--- src/rtl/x25519_ladder_ctrl_if.sv ---
// rtl/x25519_ladder_ctrl_if.sv - handshake bundle between wrapper, ladder controller and step/inverter units
interface x25519_ladder_ctrl_if;
    logic         start;
    logic [255:0] scalar;
    logic         busy;
    logic [7:0]   bit_index;
    logic         cswap_valid;
    logic         cswap_bit;
    logic         step_start;
    logic         step_done;
    logic         inv_start;
    logic         inv_done;
    logic         done;

    modport master (
        output start, scalar, step_done, inv_done,
        input  busy, bit_index, cswap_valid, cswap_bit, step_start, inv_start, done
    );

    modport slave (
        input  start, scalar, step_done, inv_done,
        output busy, bit_index, cswap_valid, cswap_bit, step_start, inv_start, done
    );
endinterface

--- src/rtl/x25519_ladder_ctrl.sv ---
// rtl/x25519_ladder_ctrl.sv - Montgomery-ladder sequencer: clamp, per-bit cswap + step, final cswap, z inversion
module x25519_ladder_ctrl #(
    parameter int BITS  = 255,
    parameter bit CLAMP = 1'b1
) (
    input  logic                  clock,
    input  logic                  reset_n,
    x25519_ladder_ctrl_if.slave   bus
);

    localparam logic [3:0] S_IDLE       = 4'd0;
    localparam logic [3:0] S_LOAD       = 4'd1;
    localparam logic [3:0] S_SWAP       = 4'd2;
    localparam logic [3:0] S_STEP_REQ   = 4'd3;
    localparam logic [3:0] S_STEP_WAIT  = 4'd4;
    localparam logic [3:0] S_FINAL_SWAP = 4'd5;
    localparam logic [3:0] S_INV_REQ    = 4'd6;
    localparam logic [3:0] S_INV_WAIT   = 4'd7;
    localparam logic [3:0] S_DONE       = 4'd8;

    localparam logic [7:0] IDX_TOP = 8'(BITS - 1);

    logic [3:0]   state;
    logic [3:0]   next_state;
    logic [7:0]   bit_index;
    logic [7:0]   next_idx;
    logic [255:0] k;
    logic [255:0] k_load;
    logic         k_bit;
    logic         swap_state;
    logic         busy;
    logic         cswap_valid;
    logic         cswap_bit;
    logic         step_start;
    logic         inv_start;
    logic         done;

    always_comb begin
        k_load = bus.scalar;
        if (CLAMP) begin
            k_load[2:0] = 3'b000;
            k_load[255] = 1'b0;
            k_load[254] = 1'b1;
        end
    end

    always_comb begin
        next_state = state;
        next_idx   = bit_index;
        case (state)
            S_IDLE: begin
                if (bus.start) begin
                    next_state = S_LOAD;
                    next_idx   = IDX_TOP;
                end
            end
            S_LOAD:       next_state = S_SWAP;
            S_SWAP:       next_state = S_STEP_REQ;
            S_STEP_REQ:   next_state = S_STEP_WAIT;
            S_STEP_WAIT: begin
                if (bus.step_done) begin
                    if (bit_index == 8'd0) begin
                        next_state = S_FINAL_SWAP;
                    end else begin
                        next_idx   = bit_index - 8'd1;
                        next_state = S_SWAP;
                    end
                end
            end
            S_FINAL_SWAP: next_state = S_INV_REQ;
            S_INV_REQ:    next_state = S_INV_WAIT;
            S_INV_WAIT: begin
                if (bus.inv_done) begin
                    next_state = S_DONE;
                end
            end
            S_DONE:       next_state = S_IDLE;
            default:      next_state = S_IDLE;
        endcase
    end

    // Command outputs are decoded from the next state so each is a flop that is high for the state's single cycle.
    assign k_bit = k[next_idx];

    always_ff @(posedge clock or negedge reset_n) begin
        if (!reset_n) begin
            state       <= S_IDLE;
            bit_index   <= 8'd0;
            k           <= '0;
            swap_state  <= 1'b0;
            busy        <= 1'b0;
            cswap_valid <= 1'b0;
            cswap_bit   <= 1'b0;
            step_start  <= 1'b0;
            inv_start   <= 1'b0;
            done        <= 1'b0;
        end else begin
            state     <= next_state;
            bit_index <= next_idx;
            if (state == S_IDLE && bus.start) begin
                k          <= k_load;
                swap_state <= 1'b0;
            end else if (next_state == S_SWAP) begin
                swap_state <= k_bit;
            end
            busy        <= (next_state != S_IDLE);
            cswap_valid <= (next_state == S_SWAP) || (next_state == S_FINAL_SWAP);
            if (next_state == S_SWAP) begin
                cswap_bit <= swap_state ^ k_bit;
            end else if (next_state == S_FINAL_SWAP) begin
                cswap_bit <= swap_state;
            end else begin
                cswap_bit <= 1'b0;
            end
            step_start <= (next_state == S_STEP_REQ);
            inv_start  <= (next_state == S_INV_REQ);
            done       <= (next_state == S_DONE);
        end
    end

    assign bus.busy        = busy;
    assign bus.bit_index   = bit_index;
    assign bus.cswap_valid = cswap_valid;
    assign bus.cswap_bit   = cswap_bit;
    assign bus.step_start  = step_start;
    assign bus.inv_start   = inv_start;
    assign bus.done        = done;

endmodule

--- src/flat_wrapper.sv ---
// flat-port wrapper written by rule: the top's interface ports become plain ports
module x25519_ladder_ctrl_flat 
#(
    parameter int BITS  = 255,
    parameter bit CLAMP = 1'b1
)
  (clock, reset_n, bus_start, bus_scalar, bus_step_done, bus_inv_done, bus_busy, bus_bit_index, bus_cswap_valid, bus_cswap_bit, bus_step_start, bus_inv_start, bus_done);
  x25519_ladder_ctrl_if bus_i ();
  input  logic clock;
  input  logic reset_n;
  input wire logic [$bits(bus_i.start)-1:0] bus_start;
  input wire logic [$bits(bus_i.scalar)-1:0] bus_scalar;
  input wire logic [$bits(bus_i.step_done)-1:0] bus_step_done;
  input wire logic [$bits(bus_i.inv_done)-1:0] bus_inv_done;
  output wire logic [$bits(bus_i.busy)-1:0] bus_busy;
  output wire logic [$bits(bus_i.bit_index)-1:0] bus_bit_index;
  output wire logic [$bits(bus_i.cswap_valid)-1:0] bus_cswap_valid;
  output wire logic [$bits(bus_i.cswap_bit)-1:0] bus_cswap_bit;
  output wire logic [$bits(bus_i.step_start)-1:0] bus_step_start;
  output wire logic [$bits(bus_i.inv_start)-1:0] bus_inv_start;
  output wire logic [$bits(bus_i.done)-1:0] bus_done;
  assign bus_i.start = bus_start;
  assign bus_i.scalar = bus_scalar;
  assign bus_i.step_done = bus_step_done;
  assign bus_i.inv_done = bus_inv_done;
  assign bus_busy = bus_i.busy;
  assign bus_bit_index = bus_i.bit_index;
  assign bus_cswap_valid = bus_i.cswap_valid;
  assign bus_cswap_bit = bus_i.cswap_bit;
  assign bus_step_start = bus_i.step_start;
  assign bus_inv_start = bus_i.inv_start;
  assign bus_done = bus_i.done;
  x25519_ladder_ctrl #(.BITS(BITS), .CLAMP(CLAMP)) u_core (.clock(clock), .reset_n(reset_n), .bus(bus_i));
endmodule
--- config.mk ---
export PLATFORM = sky130hd
export DESIGN_NAME = x25519_ladder_ctrl_flat
export DESIGN_NICKNAME = d
export VERILOG_FILES = /design/src/rtl/x25519_ladder_ctrl_if.sv /design/src/rtl/x25519_ladder_ctrl.sv /design/src/flat_wrapper.sv
export SDC_FILE = /design/constraint.sdc
export NUM_CORES = 1
export LEC_CHECK = 0
export ABC_AREA = 1
export CAP_MARGIN = 20
export CORE_UTILIZATION = 51
export DETAILED_ROUTE_END_ITERATION = 6
export GPL_TIMING_DRIVEN = 1
export PLACE_DENSITY = 0.87
export SYNTH_ARGS = -nofsm -noshare
export SYNTH_HDL_FRONTEND = slang
export SYNTH_SLANG_ARGS = --single-unit
--- constraint.sdc ---
create_clock -name clock -period 2.8 [get_ports clock]
set_input_delay 0.56 -clock clock [delete_from_list [all_inputs] [get_ports clock]]
set_output_delay 0.56 -clock clock [all_outputs]
set_load 0.01 [all_outputs]
==> out/metrics.yaml, run 1 <==
status:
  outcome: "finished clean"
place:
  numPortBuffers: 269
  gpl.final_weighted_congestion: 0.8768
  dpl_cell_area_um2: 16550
  estimated_wirelength_of_the_detail_placed_design_um: 26730
global_route:
  first_global_vias: 12860
  top_usage_layer: "met2"
  grt_util_met3: 0.04903
  grt_first_pass_wirelength_um: 64860
  grt_util_met1: 0.4135
  initial_antenna_violation_count: 1
  global_route.overflow_total: 0
  total_routing_usage_gr: 0.3113
  grt_start_max_net_pins: 142
  grtUsageMet2: 0.5035
critical_path:
  category_of_the_worst_setup_path_launch_point: "flip-flop"
  cp_data_required_time_ns: 3.24
  endpoint_kind: "flip-flop"
  worst-endpoint-arrival_ns: 3.10
  critical_path_class: "flip-flop to flip-flop"
  path_max_fanout: 13
clocking:
  ctsLongestPathBuffers: 3
  cts.htree.levels: 1
  clock_insertion_delay_at_the_later_pin_of_the_skew_report_ns: 0.55
  sinks_on_the_clock_net: 271
  tritoncts: "yes"
  cts_root_buf: "sky130_fd_sc_hd__clkbuf_16"
  tritoncts.num_buffers: 29
  clock_transition_at_path_regs_ns: 0.06
sta:
  fmax_mhz: 374.6
  worstMarginPinSlew_ns: 0.8412
  timing.clock.skew_ns: 0.01191
  min_period_ns: 2.669
  max-slew-margin-rel: 0.4392
  number_of_slew_limit_violations_in_the_final_report: 0
  report.final.setup_viol: 0
  finalSetupTns_ns: 0
  final.period_utilization: 0.9533
  final_hold_viol_count: 0
die:
  die_height_um: 162.3
  die_w_um: 162.3
  placeable_core_region_um2: 25180
  pin_count: 275
  initial_core_util: 0.5204
  rows: 58
  die_area_um2: 26340
finish:
  final_layout_size_suffix_gt1_frac: 0.08789
  final_cell_mix: "sky130_fd_sc_hd__nand2_1 (896), sky130_fd_sc_hd__nand3_1 (335), sky130_fd_sc_hd__dfrtp_1 (269), sky130_fd_sc_hd__clkdlybuf4s50_1 (268), sky130_fd_sc_hd__buf_4 (56)"
  finish.instance_area_um2: 17920
  area_growth_pct: 36.73
  layout.cells.most_common: "sky130_fd_sc_hd__nand2_1"
  final_net_count: 2290
yosys:
  postSynthCellCount: 1746
  post_synth_num_cell_types: 32
  netlist_area_um2: 13110
  synth_sequential_area_ratio: 0.5175
  synth_warnings: 0
  syn_nets: 2008
  synthesis.area_per_instance_um2: 7.506
  number_of_synthesized_register_bits: 271
route:
  drt.antenna.violating_nets: 0
  detailed_route_wl_um: 42430
  drcViolationCount: 0
  first_pass_drt_iterations: 5
  route.vias.total: 13320
  detail_route.wl_per_cell_um: 17.83
  detail_route.vias_per_cell: 5.600
  first_iter_violations: 1681
power_and_ir_drop:
  netSwitchingFraction: 0.4255
  vdd_ir_drop_max_v: 0.0005416
  clockPowerShare: 0.179
  cellInternalPower_mw: 12.39
  p_seq_frac: 0.314
  cellLeakagePower_nw: 8.938
  power.share.combinational: 0.508
  total_switching_power_mw: 9.175
  pwr_density_cell_nw_per_um2: 1203
hold_path:
  hp_class: "primary input to asynchronous set/reset pin"
job:
  cap_viol_max_count: 0
## per-stage QoR
step,hold slack (ns),std cells,utilization,total power [mW],setup slack (ns)
floorplan,0.2644,1746,-,12.91,0.4726
global placement,0.4579,2311,0.6572,16.21,-0.2283
detailed placement,0.4570,2311,0.6572,16.56,-0.2372
CTS,0.05815,2362,0.6950,20.57,0.04616
global route,0.07069,2379,0.7116,22.94,-0.08289
finish,0.03391,2379,0.7116,21.56,0.1307
## flip-flops by register name (all words and copies together), names as in the netlist
signal                  flops
u_core.state                4
u_core.bus.cswap_valid      1
u_core.k                  252
u_core.bus.bit_index        8
u_core.bus.inv_start        1
u_core.bus.step_start       1
u_core.bus.cswap_bit        1
u_core.swap_state           1
u_core.bus.done             1
u_core.bus.busy             1
## layout make-up
| type | count | area (um^2) |
|---|---|---|
| clock inverters | 11 | 115.1 |
| well taps | 330 | 412.9 |
| inverters | 40 | 162.7 |
| repair buffers | 364 | 3891 |
| flip-flops and latches | 271 | 6784 |
| multi-input cells | 1322 | 5713 |
| fillers | 1795 | 7263 |
| diodes | 1 | 2.502 |
| clock buffers | 40 | 837.1 |
## metal layers
| metal | routed length [um] | part of all wire | vias up |
|---|---|---|---|
| li1 | - | - | 6136 |
| met4 | 1941 | 0.046 | 0 |
| met5 | 0 | 0 | - |
| met2 | 20250 | 0.48 | 759 |
| met3 | 3783 | 0.089 | 141 |
| met1 | 16450 | 0.39 | 6287 |
## cell usage after synthesis, drive strengths merged
cell type	count	share of area
nand4	5	0.0024
o31ai	1	0.00057
ha	1	0.00095
and2	1	0.00048
o211ai	12	0.0069
o21a	3	0.0017
a22oi	1	0.00057
nand2	906	0.26
xor2	4	0.0027
nor3	4	0.0015
or2	2	0.00095
clkinv	1	0.00029
buf	52	0.026
nand3	343	0.13
o21ai	20	0.0079
clkbuf	62	0.018
a21oi	3	0.0014
inv	39	0.011
dfrtp	271	0.52
nor2	15	0.0063
## path summary, 6_finish.rpt
check                      slack [ns]                              to  cells after the start                         startpoint
min reg2reg                      0.48       u_core.k[254]$_DFFE_PN0P_                      1          u_core.k[254]$_DFFE_PN0P_
min in group clock               0.48       u_core.k[254]$_DFFE_PN0P_                      1          u_core.k[254]$_DFFE_PN0P_
max reg2reg                      0.13  u_core.bus.cswap_bit$_DFF_PN0_                     19  u_core.bus.bit_index[0]$_DFF_PN0_
max                              0.13  u_core.bus.cswap_bit$_DFF_PN0_                     19  u_core.bus.bit_index[0]$_DFF_PN0_
min                              0.03  u_core.bus.inv_start$_DFF_PN0_                      1                            reset_n
max in group asynchronous        2.05       u_core.k[136]$_DFFE_PN0P_                      2                            reset_n
## power by group through the flow
stage / sequential (mW) / clock [mW] / combinational, mW
CTS: 6.70 / 3.87 / 10.0
global route: 6.92 / 4.03 / 12.0
detailed placement: 6.72 / 0 / 9.84
finish: 6.76 / 3.85 / 10.9
global placement: 6.63 / 0 / 9.58
floorplan: 6.52 / 0 / 6.39
## cells by family (layout without fill, tap and decap cells)
kind of cell,after synthesis,count (layout),synth area share
buffers and inverters,154,455,0.05499
DFF,271,271,0.5175
adders and majority gates,1,1,0.0009546
AOI/OAI and AO/OA,40,40,0.01910
other,0,1,0
xor gates and xnor gates,4,4,0.002673
and+or+nand+nor,1276,1277,0.4048
## critical path, cell delays in order, from the launching register on
cell,delay (ns)
sky130_fd_sc_hd__dfrtp_1,0.37
sky130_fd_sc_hd__inv_1,0.09
sky130_fd_sc_hd__ha_1,0.17
sky130_fd_sc_hd__nand2_1,0.09
sky130_fd_sc_hd__o21ai_2,0.16
sky130_fd_sc_hd__nand2_2,0.10
sky130_fd_sc_hd__nand2_4,0.19
sky130_fd_sc_hd__nand2_8,0.15
sky130_fd_sc_hd__clkbuf_16,0.22
sky130_fd_sc_hd__buf_4,0.15
sky130_fd_sc_hd__nor3_1,0.18
sky130_fd_sc_hd__a21oi_1,0.09
sky130_fd_sc_hd__nand2_1,0.08
sky130_fd_sc_hd__nand3_1,0.07
sky130_fd_sc_hd__nand3_1,0.09
sky130_fd_sc_hd__nand3_1,0.10
sky130_fd_sc_hd__nand3_2,0.10
sky130_fd_sc_hd__nand3_2,0.07
sky130_fd_sc_hd__nand2_1,0.06
sky130_fd_sc_hd__nand2_1,0.04
## repair_timing
action / 4_1_cts / 5_1_grt
hold buffers: 0 / 0
buffers inserted: 0 / 7
gates resized for setup: 0 / 33
setup endpoints to repair: 0 / 2
Power figures use the tool's default switching activity.
==> inputs of run 2 (changes only) <==
- clock period: 2.8 -> 2.63 ns (I/O delays scaled with it)
==> run 2 against run 1 <==
Compared with the run above: the run now ends with negative setup slack left; combinational power rose by 22%; global-route usage rose by 0.11 points; highest routed layer unchanged; largest power group unchanged; first-iteration DRC count rose by 18%; utilization rose by 3.2 points; critical path depth rose by 1; critical path type unchanged; sequential power rose by 6.5%; die area did not move.
==> out/metrics.yaml, run 2 (synthesis results as in run 1) <==
place:
  estimated_wirelength_of_the_detail_placed_design_um: 27520  # was 26730 um
  gpl.final_weighted_congestion: 0.9183  # was 0.8768
  numPortBuffers: 269  # unchanged
  place.detailed.instances: 2317  # was 2311
power_and_ir_drop:
  netSwitchingFraction: 0.4214  # was 0.4255
  power.share.combinational: 0.530  # was 0.508
  cellLeakagePower_nw: 9.307  # was 8.938 nW
  clockPowerShare: 0.182  # was 0.179
  total_switching_power_mw: 10.53  # was 9.175 mW
  p_seq_frac: 0.288  # was 0.314
  pwr_density_cell_nw_per_um2: 1335  # was 1203 nW/um^2
  vdd_ir_drop_max_v: 0.0007518  # was 0.0005416 V
  total_power_mw: 25.00  # was 21.56 mW
  cellInternalPower_mw: 14.46  # was 12.39 mW
route:
  detail_route.vias_per_cell: 5.728  # was 5.600
  detailed_route_wl_um: 45230  # was 42430 um
  first_pass_drt_iterations: 6  # was 5
  drt.antenna.violating_nets: 0  # unchanged
  drcViolationCount: 0  # unchanged
  route.vias.total: 13780  # was 13320
  detail_route.wl_per_cell_um: 18.80  # was 17.83 um
  first_iter_violations: 1986  # was 1681
finish:
  final_util: 0.7436  # was 0.7116
  area_growth_pct: 42.89  # was 36.73%
  finalNonFillerCells: 2406  # was 2379
  largest_register_ffs: 252  # unchanged
  final_layout_size_suffix_gt1_frac: 0.1186  # was 0.08789
  layout.cells.most_common: "sky130_fd_sc_hd__nand2_1"  # unchanged
  regMostFlops: "u_core.k"  # unchanged
  largestRegisters: "u_core.k x252, u_core.bus.bit_index x8, u_core.state x4"  # unchanged
  final_net_count: 2317  # was 2290
  final_cell_mix: "sky130_fd_sc_hd__nand2_1 (893), sky130_fd_sc_hd__nand3_1 (304), sky130_fd_sc_hd__dfrtp_1 (271), sky130_fd_sc_hd__clkdlybuf4s50_1 (268), sky130_fd_sc_hd__buf_4 (60)"  # was sky130_fd_sc_hd__nand2_1 (896), sky130_fd_sc_hd__nand3_1 (335), sky130_fd_sc_hd__dfrtp_1 (269), sky130_fd_sc_hd__clkdlybuf4s50_1 (268), sky130_fd_sc_hd__buf_4 (56)
sta:
  max-slew-margin-rel: 0.5100  # was 0.4392
  fmax_mhz: 379.2  # was 374.6 MHz
  unrepaired_setup_endpoints_after_global_routing: "true"
  final.period_utilization: 1.003  # was 0.9533
  timing.clock.skew_ns: 0.02494  # was 0.01191 ns
  number_of_slew_limit_violations_in_the_final_report: 0  # unchanged
  final_hold_viol_count: 0  # unchanged
  min_period_ns: 2.637  # was 2.669 ns
  worstMarginPinSlew_ns: 0.7350  # was 0.8412 ns
  postLayoutSetupSlackWorst_ns: -0.007003  # was 0.1307 ns
  report.final.setup_viol: 1  # was 0
clocking:
  cts.htree.levels: 1  # unchanged
  sinks_on_the_clock_net: 271  # unchanged
  cts_root_buf: "sky130_fd_sc_hd__clkbuf_16"  # unchanged
  clock_insertion_delay_at_the_later_pin_of_the_skew_report_ns: 0.56  # was 0.55 ns
  tritoncts: "yes"  # unchanged
  clock_transition_at_path_regs_ns: 0.06  # about the same
  ctsLongestPathBuffers: 3  # unchanged
  tritoncts.num_buffers: 28  # was 29
global_route:
  initial_antenna_violation_count: 1  # unchanged
  total_routing_usage_gr: 0.3124  # was 0.3113
  first_global_vias: 12890  # was 12860
  grt_first_pass_wirelength_um: 64800  # was 64860 um
  global_route.overflow_total: 0  # unchanged
  grt_start_max_net_pins: 110  # was 142
hold_path:
  whs_endpoint: "u_core.k[71]$_DFFE_PN0P_"
  hp_class: "flip-flop to flip-flop"  # was primary input to asynchronous set/reset pin
  hold_path_origin: "u_core.k[71]$_DFFE_PN0P_"
  hold_depth: 2
critical_path:
  cp_slowest_stage_delay_ns: 0.39  # was 0.37 ns
  critical_path_class: "flip-flop to flip-flop"  # unchanged
  rr_startpoint: "u_core.bus.bit_index[3]$_DFF_PN0_"  # was u_core.bus.bit_index[0]$_DFF_PN0_
  r2r-end: "u_core.bus.cswap_bit$_DFF_PN0_"  # unchanged
  endpoint_kind: "flip-flop"  # unchanged
  path_max_fanout: 7  # was 13
  category_of_the_worst_setup_path_launch_point: "flip-flop"  # unchanged
  ff2ff_path_depth: 20  # was 19
  cp_data_required_time_ns: 3.07  # was 3.24 ns
  worst-endpoint-arrival_ns: 3.08  # was 3.10 ns
  cp_cell_sequence: "nor2_2 > nand2_2 > inv_1 > nand2_2 > nand3_4 > nand2_8 > buf_12 > nand2_8 > clkbuf_16 > nand2_1 > nand3_1 > nand3_1 > nand3_2 > nand3_2 > nand3_2 > nand3_2 > nand3_2 > nand3_2 > nand2_1 > nand2_1"  # was inv_1 > ha_1 > nand2_1 > o21ai_2 > nand2_2 > nand2_4 > nand2_8 > clkbuf_16 > buf_4 > nor3_1 > a21oi_1 > nand2_1 > nand3_1 > nand3_1 > nand3_1 > nand3_2 > nand3_2 > nand2_1 > nand2_1
  ff2ff_setup_slack_ns: -0.007  # was 0.13 ns
  critical-path-slowest-cell: "sky130_fd_sc_hd__dfrtp_1"  # unchanged
  critPathMostFrequentCell: "sky130_fd_sc_hd__nand3_2"  # was sky130_fd_sc_hd__nand2_1
die:
  die_height_um: 162.3  # unchanged
  initial_core_util: 0.5204  # unchanged
  rows: 58  # unchanged
  die_area_um2: 26340  # unchanged
  pin_count: 275  # unchanged
  die_w_um: 162.3  # unchanged
  placeable_core_region_um2: 25180  # unchanged
status:
  violations: "negative setup slack"
  outcome: "complete, but fails checks"  # was finished clean
job:
  cap_viol_max_count: 0  # unchanged
==> run 2: cell types whose count changed in the layout (fill, tap and decap cells not counted), moves of 3 or more <==
cell                        before  now
sky130_fd_sc_hd__nand3_2         6   37
sky130_fd_sc_hd__clkbuf_16      37   44
sky130_fd_sc_hd__nand3_1       335  304
sky130_fd_sc_hd__nand2_2         4    7
sky130_fd_sc_hd__nand2_1       896  893
sky130_fd_sc_hd__buf_4          56   60
sky130_fd_sc_hd__bufinv_16       2    7
sky130_fd_sc_hd__clkbuf_1        4    0
sky130_fd_sc_hd__buf_12         21   33
==> run 2: repair_timing <==
action / CTS / global route
resized for setup: 4 / 80
hold buffers: 1 / 0
endpoints found under the setup margin: 2 / 2
hold endpoints to repair: 58 / 0
pin swaps: 2 / 21
gates cloned: 1 / 24
buffers inserted: 1 / 11
==> run 2: critical path: cells and delay by family (launching register included) <==
| kind | cells | cell delay (ns) |
|---|---|---|
| AND/OR/NAND/NOR | 17 | 1.72 |
| flip-flops | 1 | 0.39 |
| buffers and inverters | 3 | 0.43 |
==> run 2: worst max path at each step <==
stage,depth (start not counted),startpoint,end
after CTS,19,u_core.bus.bit_index[0]$_DFF_PN0_,u_core.bus.cswap_bit$_DFF_PN0_
after global placement,17,bus_step_done,u_core.bus.cswap_bit$_DFF_PN0_
final,20,u_core.bus.bit_index[3]$_DFF_PN0_,u_core.bus.cswap_bit$_DFF_PN0_
after global routing,20,u_core.state[3]$_DFF_PN0_,u_core.bus.cswap_bit$_DFF_PN0_
after floorplan,17,u_core.bus.bit_index[0]$_DFF_PN0_,u_core.bus.cswap_bit$_DFF_PN0_
after detailed placement,17,bus_start,u_core.bus.cswap_bit$_DFF_PN0_
==> run 2: power groups by stage <==
stage	Sequential (mW)	Clock, mW	Combinational, mW
2_1_floorplan	6.94	0	6.80
3_3_place_gp	7.06	0	10.3
3_5_place_dp	7.14	0	10.6
4_1_cts	7.12	4.54	10.8
5_1_grt	7.36	4.74	14.3
6_report	7.20	4.54	13.3
==> run 2: area by class of cell <==
class / instances / area (um^2)
sequential: 271 / 6782
fill: 1696 / 6456
multi-input combinational: 1325 / 5942
timing repair buffer: 389 / 4355
clock buffer: 35 / 797.0
tap: 330 / 412.9
clock inverter: 15 / 264.0
inverter: 40 / 170.2
antenna: 1 / 2.502
==> run 2: metal layers <==
layer	GRT usage	up-vias	wire length, um
li1	-	6180	-
met1	0.4111	6484	16940
met4	0.1630	0	2316
met5	0	-	0
met2	0.5082	934	21640
met3	0.03856	184	4338
==> run 2: metrics by stage <==
stage / TNS, ns / cell area [um^2] / setup WS (ns) / hold slack (ns)
detailed placement: -0.7189 / 16620 / -0.4023 / 0.4557
global route: -0.2885 / 18730 / -0.1991 / 0.4976
global placement: -0.6594 / 16620 / -0.3464 / 0.4534
CTS: 0 / 17740 / 0.009148 / 0.4706
floorplan: 0 / 13110 / 0.3026 / 0.2304
finish: -0.007003 / 18730 / -0.007003 / 0.4798
==> inputs of run 3 (changes only) <==
- CELL_PAD_IN_SITES_DETAIL_PLACEMENT: unset -> 1
- CELL_PAD_IN_SITES_GLOBAL_PLACEMENT: unset -> 1
- CORE_UTILIZATION: 51 -> 37
==> run 3 against run 2 <==
Compared with the run above: non-clock buffer count grew 7; clock power is 5.5% lower; critical path depth stayed put; largest power group unchanged; sequential cell count is the same; critical path type unchanged; routed wire length rose by 20%; global-route usage shrank 3.0 points; the run still ends with negative setup slack left; total power up 4.2%.
==> out/metrics.yaml, run 3 (synthesis results as in run 1) <==
route:
  drt.antenna.violating_nets: 0  # unchanged
  detail_route.vias_per_cell: 5.435  # was 5.728
  first_pass_drt_iterations: 7  # was 6
  first_iter_violations: 1011  # was 1986
  drcViolationCount: 0  # unchanged
  detailed_route_wl_um: 54300  # was 45230 um
  detail_route.wl_per_cell_um: 21.41  # was 18.80 um
  route.vias.total: 13780  # unchanged
global_route:
  grtUsageMet2: 0.4860  # was 0.5082
  grt_first_pass_wirelength_um: 79780  # was 64800 um
  first_global_vias: 14590  # was 12890
  total_routing_usage_gr: 0.2826  # was 0.3124
  grt_util_met3: 0.03505  # was 0.03856
  grt_start_max_net_pins: 91  # was 110
  initial_antenna_violation_count: 2  # was 1
  top_usage_layer: "met2"  # unchanged
  global_route.overflow_total: 0  # unchanged
  grt_util_met1: 0.3596  # was 0.4111
critical_path:
  critical_path.top_delay_family: "simple AND/OR/NAND/NOR gates"  # unchanged
  ff2ff_setup_slack_ns: -0.13  # was -0.007 ns
  endpoint_kind: "flip-flop"  # unchanged
  category_of_the_worst_setup_path_launch_point: "flip-flop"  # unchanged
  cp_slowest_stage_delay_ns: 0.40  # was 0.39 ns
  critical-path-slowest-cell: "sky130_fd_sc_hd__dfrtp_1"  # unchanged
  rr_startpoint: "u_core.bus.bit_index[0]$_DFF_PN0_"  # was u_core.bus.bit_index[3]$_DFF_PN0_
  critical_path.n_buffers_inverters: 5  # was 3
  worst-endpoint-arrival_ns: 3.20  # was 3.08 ns
  r2r-end: "u_core.bus.cswap_bit$_DFF_PN0_"  # unchanged
  critical_path_class: "flip-flop to flip-flop"  # unchanged
  path_max_fanout: 8  # was 7
  cp_cell_sequence: "buf_4 > buf_4 > o21ai_0 > nor2_4 > nand2_8 > nand2_8 > buf_4 > buf_12 > buf_12 > nand2_1 > nand3_1 > nand3_2 > nand3_1 > nand3_1 > nand3_2 > nand3_2 > nand3_2 > nand3_2 > nand2_1 > nand2_1"  # was nor2_2 > nand2_2 > inv_1 > nand2_2 > nand3_4 > nand2_8 > buf_12 > nand2_8 > clkbuf_16 > nand2_1 > nand3_1 > nand3_1 > nand3_2 > nand3_2 > nand3_2 > nand3_2 > nand3_2 > nand3_2 > nand2_1 > nand2_1
  ff2ff_path_depth: 20  # unchanged
  cp_data_required_time_ns: 3.07  # about the same
  critPathMostFrequentCell: "sky130_fd_sc_hd__nand3_2"  # unchanged
clocking:
  ctsLongestPathBuffers: 3  # unchanged
  tritoncts.num_buffers: 29  # was 28
  clock_transition_at_path_regs_ns: 0.07  # was 0.06 ns
  cts.htree.levels: 1  # unchanged
  cts_root_buf: "sky130_fd_sc_hd__clkbuf_16"  # unchanged
  sinks_on_the_clock_net: 271  # unchanged
  tritoncts: "yes"  # unchanged
  clock_insertion_delay_at_the_later_pin_of_the_skew_report_ns: 0.57  # was 0.56 ns
die:
  rows: 68  # was 58
  die_height_um: 190.2  # was 162.3 um
  pin_count: 275  # unchanged
  die_area_um2: 36180  # was 26340 um^2
  die_w_um: 190.2  # was 162.3 um
  placeable_core_region_um2: 34710  # was 25180 um^2
  initial_core_util: 0.3775  # was 0.5204
job:
  cap_viol_max_count: 0  # unchanged
sta:
  number_of_slew_limit_violations_in_the_final_report: 0  # unchanged
  final_hold_viol_count: 0  # unchanged
  final.period_utilization: 1.048  # was 1.003
  timing.clock.skew_ns: 0.02761  # was 0.02494 ns
  worstMarginPinSlew_ns: 0.9900  # was 0.7350 ns
  postLayoutSetupSlackWorst_ns: -0.1255  # was -0.007003 ns
  unrepaired_setup_endpoints_after_global_routing: "true"  # unchanged
  fmax_mhz: 362.9  # was 379.2 MHz
  min_period_ns: 2.756  # was 2.637 ns
  max-slew-margin-rel: 0.3400  # was 0.5100
  report.final.setup_viol: 2  # was 1
  finalSetupTns_ns: -0.1899  # was -0.007003 ns
status:
  violations: "negative setup slack"  # unchanged
  outcome: "complete, but fails checks"  # unchanged
power_and_ir_drop:
  cellLeakagePower_nw: 9.445  # was 9.307 nW
  pwr_density_cell_nw_per_um2: 1357  # was 1335 nW/um^2
  total_power_mw: 26.04  # was 25.00 mW
  vdd_ir_drop_max_v: 0.0007089  # was 0.0007518 V
finish:
  num-fill-cells: 4098  # was 1696
  final_layout_size_suffix_gt1_frac: 0.1587  # was 0.1186
  layout.cells.most_common: "sky130_fd_sc_hd__nand2_1"  # unchanged
  largest_register_ffs: 252  # unchanged
  final_net_count: 2321  # was 2317
  area_growth_pct: 46.50  # was 42.89%
  regMostFlops: "u_core.k"  # unchanged
  final_cell_mix: "sky130_fd_sc_hd__nand2_1 (882), sky130_fd_sc_hd__dfrtp_1 (270), sky130_fd_sc_hd__clkdlybuf4s50_1 (267), sky130_fd_sc_hd__nand3_1 (239), sky130_fd_sc_hd__nand3_2 (101)"  # was sky130_fd_sc_hd__nand2_1 (893), sky130_fd_sc_hd__nand3_1 (304), sky130_fd_sc_hd__dfrtp_1 (271), sky130_fd_sc_hd__clkdlybuf4s50_1 (268), sky130_fd_sc_hd__buf_4 (60)
  largestRegisters: "u_core.k x252, u_core.bus.bit_index x8, u_core.state x4"  # unchanged
hold_path:
  hp_class: "flip-flop to flip-flop"  # unchanged
  hold_depth: 1  # was 2
  hold_path_origin: "u_core.k[254]$_DFFE_PN0P_"  # was u_core.k[71]$_DFFE_PN0P_
  whs_endpoint: "u_core.k[254]$_DFFE_PN0P_"  # was u_core.k[71]$_DFFE_PN0P_
place:
  gpl.final_weighted_congestion: 0.8438  # was 0.9183
  numPortBuffers: 269  # unchanged
  estimated_wirelength_of_the_detail_placed_design_um: 33500  # was 27520 um
[run 3: worst register-to-register path, cell delays in order, from the launching register on]
cell	delay [ns]
sky130_fd_sc_hd__dfrtp_1	0.40
sky130_fd_sc_hd__buf_4	0.13
sky130_fd_sc_hd__buf_4	0.10
sky130_fd_sc_hd__o21ai_0	0.16
sky130_fd_sc_hd__nor2_4	0.20
sky130_fd_sc_hd__nand2_8	0.11
sky130_fd_sc_hd__nand2_8	0.12
sky130_fd_sc_hd__buf_4	0.13
sky130_fd_sc_hd__buf_12	0.14
sky130_fd_sc_hd__buf_12	0.13
sky130_fd_sc_hd__nand2_1	0.05
sky130_fd_sc_hd__nand3_1	0.08
sky130_fd_sc_hd__nand3_2	0.14
sky130_fd_sc_hd__nand3_1	0.16
sky130_fd_sc_hd__nand3_1	0.13
sky130_fd_sc_hd__nand3_2	0.10
sky130_fd_sc_hd__nand3_2	0.08
sky130_fd_sc_hd__nand3_2	0.08
sky130_fd_sc_hd__nand3_2	0.08
sky130_fd_sc_hd__nand2_1	0.07
sky130_fd_sc_hd__nand2_1	0.05
[run 3: how the worst max path moves through the flow]
stage                                 startpoint                        endpoint  slack, ns  cells after the start
5_1_grt        u_core.bus.bit_index[0]$_DFF_PN0_  u_core.bus.cswap_bit$_DFF_PN0_      -0.21                     20
3_3_place_gp                       bus_step_done  u_core.bus.cswap_bit$_DFF_PN0_      -0.44                     17
6_report       u_core.bus.bit_index[0]$_DFF_PN0_  u_core.bus.cswap_bit$_DFF_PN0_      -0.13                     20
2_1_floorplan  u_core.bus.bit_index[0]$_DFF_PN0_  u_core.bus.cswap_bit$_DFF_PN0_       0.30                     17
3_5_place_dp                       bus_step_done  u_core.bus.cswap_bit$_DFF_PN0_      -0.52                     17
4_1_cts        u_core.bus.bit_index[0]$_DFF_PN0_  u_core.bus.cswap_bit$_DFF_PN0_      0.008                     21
[run 3: layout make-up]
type	instances	area, um^2	share of cell area
Antenna cell	2	5.005	0.0002607
Timing Repair Buffer	396	4373	0.2278
Clock buffer	42	884.6	0.04608
Tap cell	455	569.3	0.02965
Clock inverter	9	105.1	0.005474
Inverter	40	177.7	0.009254
Multi-Input combinational cell	1321	6301	0.3282
Sequential cell	271	6783	0.3533
[run 3: timing repair]
item,4_1_cts,5_1_grt
pin swaps,12,64
hold endpoints to repair,64,0
endpoints found under the setup margin,2,2
hold buffers,1,0
buffers inserted,6,13
gates resized for setup,55,119
cloned,7,7
[run 3: routing by layer]
metal / part of all wire / wire [um]
met2: 0.50 / 27300
met3: 0.050 / 2735
met4: 0.040 / 2167
met1: 0.41 / 22100
met5: 0 / 0
[run 3: power breakdown]
part           switching (mW)  internal, mW
combinational            8.53          5.87
sequential               1.26          6.09
clock                    1.78          2.51
total                    11.6          14.5
[run 3: stage by stage]
| step | hold slack, ns | utilization | instances | worst slack, ns | area (um^2) |
|---|---|---|---|---|---|
| after floorplan | 0.2304 | - | 1746 | 0.3026 | 13110 |
| after global placement | 0.4536 | 0.4859 | 2450 | -0.4392 | 16870 |
| after detailed placement | 0.4553 | 0.4859 | 2450 | -0.5168 | 16870 |
| after CTS | 0.4714 | 0.5290 | 2515 | 0.008491 | 18360 |
| after global routing | 0.4965 | 0.5531 | 2536 | -0.2103 | 19200 |
| final | 0.4672 | 0.5531 | 2536 | -0.1255 | 19200 |
